===== config.mk =====
export PLATFORM = sky130hd
export DESIGN_NAME = vc_arbiter
export DESIGN_NICKNAME = d
export VERILOG_FILES = /design/src/rtl/vc_arbiter_pkg.sv /design/src/rtl/rr_select.sv /design/src/rtl/vc_arbiter.sv
export SDC_FILE = /design/constraint.sdc
export NUM_CORES = 1
export LEC_CHECK = 0
export ABC_AREA = 1
export CORE_ASPECT_RATIO = 1.75
export CORE_MARGIN = 2
export CORE_UTILIZATION = 30
export CTS_BUF_LIST = sky130_fd_sc_hd__clkbuf_8
export DETAILED_ROUTE_END_ITERATION = 7
export DONT_BUFFER_PORTS = 1
export PLACE_DENSITY_LB_ADDON = 0.05
export SYNTH_ARGS = -nofsm -noshare
export SYNTH_HDL_FRONTEND = slang
export SYNTH_SLANG_ARGS = --single-unit

===== constraint.sdc =====
create_clock -name clk -period 2.55 [get_ports clk]
set_input_delay 0.51 -clock clk [delete_from_list [all_inputs] [get_ports clk]]
set_output_delay 0.51 -clock clk [all_outputs]
set_load 0.005 [all_outputs]

===== src/rtl/vc_arbiter_pkg.sv =====
// Shared types and defaults for the VC arbiter: FSM state encoding, widths, index helper.
// Only the 4-VC configuration is supported, which fixes the VC index width at 2.
package vc_arbiter_pkg;

  localparam int DATA_WIDTH_DEF = 10;
  localparam int NUM_VC_DEF     = 4;
  localparam int VC_IDX_W       = 2;

  typedef logic [VC_IDX_W-1:0] vc_idx_t;

  typedef enum logic [1:0] {
    ST_IDLE   = 2'd0,
    ST_ACTIVE = 2'd1,
    ST_PAUSE  = 2'd2
  } arb_state_t;

  function automatic vc_idx_t onehot_to_idx(input logic [NUM_VC_DEF-1:0] oh);
    vc_idx_t idx;
    idx = '0;
    for (int i = 0; i < NUM_VC_DEF; i++) begin
      if (oh[i]) idx = vc_idx_t'(i);
    end
    return idx;
  endfunction

endpackage


===== src/rtl/rr_select.sv =====
// Round-robin pick: first set request bit searching upward from last_gnt+1 (wrapping).
// Purely combinational; no state, no backpressure of its own.
module rr_select
  import vc_arbiter_pkg::*;
#(
  parameter int NUM_VC = NUM_VC_DEF
) (
  input  logic [NUM_VC-1:0] req,
  input  vc_idx_t           last_gnt,
  output logic [NUM_VC-1:0] gnt,
  output logic              vld
);

  vc_idx_t idx;

  // Offset NUM_VC wraps back onto last_gnt itself, so it is considered last.
  always_comb begin
    gnt = '0;
    vld = 1'b0;
    idx = '0;
    for (int k = 1; k <= NUM_VC; k++) begin
      idx = last_gnt + vc_idx_t'(k);
      if (!vld && req[idx]) begin
        gnt[idx] = 1'b1;
        vld      = 1'b1;
      end
    end
  end

endmodule


===== src/rtl/vc_arbiter.sv =====
// Drains NUM_VC source FIFOs into one destination FIFO, one word per cycle, round-robin per word.
// Latency 1 cycle pop->push; dst_almost_full stops pops combinationally, in-flight word still lands.
module vc_arbiter
  import vc_arbiter_pkg::*;
#(
  parameter int DATA_WIDTH = DATA_WIDTH_DEF,
  parameter int NUM_VC     = NUM_VC_DEF
) (
  input  logic                         clk,
  input  logic                         reset,
  input  logic [NUM_VC-1:0]            src_empty,
  input  logic [NUM_VC*DATA_WIDTH-1:0] src_data,
  input  logic                         dst_almost_full,
  output logic [NUM_VC-1:0]            src_pop,
  output logic                         dst_push,
  output logic [DATA_WIDTH-1:0]        dst_data,
  output logic [VC_IDX_W-1:0]          grant_vc,
  output logic                         idle
);

  arb_state_t          state_q, state_d;
  vc_idx_t             last_q;
  vc_idx_t             gnt_q;
  logic                push_q;
  logic [NUM_VC-1:0]   req;
  logic [NUM_VC-1:0]   rr_gnt;
  logic                rr_vld;
  logic                any_req;
  logic                pop_en;
  vc_idx_t             pop_idx;

  assign req     = ~src_empty;
  assign any_req = |req;

  rr_select #(
    .NUM_VC (NUM_VC)
  ) u_rr_select (
    .req      (req),
    .last_gnt (last_q),
    .gnt      (rr_gnt),
    .vld      (rr_vld)
  );

  always_comb begin
    state_d = state_q;
    pop_en  = 1'b0;
    case (state_q)
      ST_IDLE: begin
        if (any_req && !dst_almost_full) state_d = ST_ACTIVE;
      end
      ST_ACTIVE: begin
        if (dst_almost_full) begin
          state_d = ST_PAUSE;
        end else if (!any_req) begin
          state_d = ST_IDLE;
        end else begin
          pop_en = rr_vld;
        end
      end
      ST_PAUSE: begin
        if (!dst_almost_full) state_d = any_req ? ST_ACTIVE : ST_IDLE;
      end
      default: state_d = ST_IDLE;
    endcase
  end

  assign src_pop = pop_en ? rr_gnt : '0;
  assign pop_idx = onehot_to_idx(rr_gnt);

  // Pointer starts at the top VC so that VC0 is the first winner after reset.
  always_ff @(posedge clk or negedge reset) begin
    if (!reset) begin
      state_q <= ST_IDLE;
      last_q  <= vc_idx_t'(NUM_VC - 1);
      gnt_q   <= '0;
      push_q  <= 1'b0;
    end else begin
      state_q <= state_d;
      push_q  <= pop_en;
      if (pop_en) begin
        last_q <= pop_idx;
        gnt_q  <= pop_idx;
      end
    end
  end

  // Source read data arrives the cycle after the pop, so mux it by the registered grant.
  always_comb begin
    dst_data = '0;
    if (push_q) begin
      for (int i = 0; i < NUM_VC; i++) begin
        if (gnt_q == vc_idx_t'(i)) dst_data = src_data[i*DATA_WIDTH +: DATA_WIDTH];
      end
    end
  end

  assign dst_push = push_q;
  assign grant_vc = gnt_q;
  assign idle     = (state_q == ST_IDLE) && !push_q;

endmodule


==> results.yml <==
status:
  status: "finished, final reports clean"
synth:
  synth_xor_area_frac: 0
  muxShareOfSynthArea: 0
  yosysTopAreaCell: "nand2_1"
  netlist.area_leader.share: 0.1725
  synth_nets: 208
  synth_cell_type_count: 23
  synth_top_family_by_area: "simple AND/OR/NAND/NOR gates"
  synth.area.top_cells: "nand2_1 (17%), dfrtp_1 (13%), nand3_1 (11%)"
  synth_seq_area_share: 0.1898
  yosys.area_share.simple: 0.4505
  synth-seq-cells: 7
  avgSynthCellArea_um2: 5.961
  synth_compound_area_frac: 0.2139
  synth.cell_area_um2: 935.9
  synthAdderAreaFrac: 0.05348
  synthCells: 157
  ys.warnings.count: 0
die:
  die_y_um: 77.89
  row_count: 26
  die_w_um: 46.22
  start_util: 0.3161
  die-area_um2: 3600
  ios: 65
  fp.coreArea_um2: 2960
place:
  dpl_worst_slack_ns: 0.1198
  placed_cells: 200
  routabilityCongestion: 0.7828
  placed_area_um2: 996.0
  hpwl_um: 2478
  numPortBuffers: 0
layout:
  syn2layout_area_growth_pct: 19.92
  most-common-layout-cells: "nand2_1 (43), nand3_1 (19), inv_1 (18)"
  layout_commonest_cell: "nand2_1"
  fin_cells: 210
  num_antenna_cells: 0
  nets: 220
  design_area_um2: 1122
  layout-drive-gt1-share: 0.1786
routing:
  wl_per_cell_um: 14.17
  drcViolationCount: 0
  routed-via-count: 1105
  vias_per_cell: 5.262
  drt_iter0_markers: 28
  dr.pass1.iters: 4
  ant_nets: 0
  wirelength_um: 2976
timing:
  finClkSkew_ns: 0.003030
  max_freq_ghz: 0.4139
  fin_crit_sh: 0.9474
  tightestPinTransition_ns: 0.3452
  worst_slack_ns: 0.1340
  relSlewSlack: 0.7691
  hold_viol_final: 0
  setup_viol_count_final: 0
  fin_crit_ns: 2.416
  maxSlewViolCount: 0
clock_network:
  clk_pin_slew_worst_paths_ns: 0.04
  cts_tree: "yes"
  numCtsBuffers: 3
  cts_root_buf: "clkbuf_8"
  clockBufferDepth: 2
  htree_levels: 1
  clkLatencyLatePin_ns: 0.22
  clock-sinks: 7
worst_setup_path:
  reg2reg_from: "last_q[0]$_DFFE_PN1P_"
  critPathLaunch: "last_q[0]$_DFFE_PN1P_"
  rrSetupSlack_ns: 0.63
  r2r-end: "grant_vc[1]$_DFFE_PN0P_"
  r2r_cells: 13
  crit_path_end_kind: "output port"
  startpoint_type: "flip-flop"
  crit_end: "src_pop[3]"
  crit_required_ns: 2.04
  critPathKind: "flip-flop to output port"
  worstPathArrival_ns: 1.91
  crit_fanout: 7
flow_run:
  maxCapViolations: 0
grt:
  grt_pass1_vias: 1024
  antenna_found_initial: 0
  grt_pass1_wl_um: 4250
  overflow: 0
  grt_util_all_layers: 0.1624
  grt_max_degree: 11
power_and_ir_drop:
  pwr_density_cell_nw_per_um2: 1244
  p_leak_nw: 0.5544
  vdd_drop_max_mv: 0.6324
worst_hold_path:
  hold_path_class: "input pin to asynchronous set/reset pin"
## per-stage QoR
step | setup TNS [ns] | power (W) | util | hold slack (ns)
finish | 0 | 0.001396 | 0.3791 | 0.1316
global route | -0.002230 | 0.001556 | 0.3791 | 0.1203
CTS | 0 | 0.001311 | 0.3618 | 0.1270
detailed placement | 0 | 0.001110 | 0.3364 | 0.2146
global placement | 0 | 0.001102 | 0.3364 | 0.2146
floorplan | 0 | 0.0009103 | - | 0.2144
## cells by family (layout without fill, tap and decap cells)
group	Yosys count	count (layout)
AOI/OAI and AO/OA	31	31
adders and majority gates	4	4
buffers and inverters	23	34
DFF	7	7
and+or+nand+nor	92	92
## layout make-up
| class | count | area, um2 |
|---|---|---|
| Clock inverter | 1 | 3.754 |
| Inverter | 23 | 88.84 |
| Timing Repair Buffer | 7 | 55.05 |
| Tap cell | 42 | 52.55 |
| Multi-Input combinational cell | 127 | 703.2 |
| Fill cell | 349 | 1838 |
| Clock buffer | 3 | 41.29 |
| Sequential cell | 7 | 177.7 |
## power breakdown
group	total, W	internal [W]	leakage [nW]	switching, W
registers	0.000212	0.000156	0.0843	0.0000557
logic	0.00104	0.000392	0.443	0.000645
clock network	0.000148	0.000104	0.0269	0.0000439
total	0.00140	0.000651	0.554	0.000744
## synthesized netlist by cell type, drive strengths merged
cell     n
nor3     2
a21oi    8
inv     22
o221ai   3
o211ai   3
o21ai   11
dfrtp    5
dfstp    2
nor2    18
clkinv   1
ha       4
nand4    3
nand3   20
nand2   49
a221o    4
a41o     1
a31oi    1
## sequential cells by signal, summed over array words and instances (netlist names)
signal    flops
grant_vc      2
last_q        2
state_q       2
dst_push      1
## per-layer routing
layer	wire length [um]	vias to the layer above	global-route usage	share of wire
li1	-	553	-	-
met1	908	514	0.1248	0.31
met2	1898	34	0.3417	0.64
met3	118	4	0.01163	0.040
met4	50	0	0.08000	0.017
met5	0	-	0	0
## worst min path at each step
stage / start / endpoint / slack, ns / cells past startpoint
3_3_place_gp: reset / state_q[0]$_DFFE_PN0P_ / 0.21 / 0
6_report: reset / last_q[1]$_DFFE_PN1P_ / 0.13 / 0
4_1_cts: reset / last_q[1]$_DFFE_PN1P_ / 0.13 / 0
3_5_place_dp: reset / state_q[0]$_DFFE_PN0P_ / 0.21 / 0
2_1_floorplan: reset / dst_push$_DFF_PN0_ / 0.21 / 0
5_1_grt: reset / last_q[0]$_DFFE_PN1P_ / 0.12 / 0
## critical path: stages (launching register included)
cell and delay [ns]:
dfstp_2 0.56, inv_4 0.06, ha_4 0.28, inv_2 0.04, nand3_2 0.07, nand2_4 0.07
nor2_4 0.16, nand2_2 0.08, nor2_2 0.10, nor2_1 0.05, nand2_2 0.08, nand2_4 0.06
inv_2 0.06
## repair_timing
action	in CTS	in global routing
hold buffers	1	0
endpoints found under the setup margin	4	4
endpoints found under the hold margin	5	0
pin swaps	1	8
gates resized for setup	1	8
setup buffers	1	4
No activity file was read; power rests on OpenSTA's default activity.
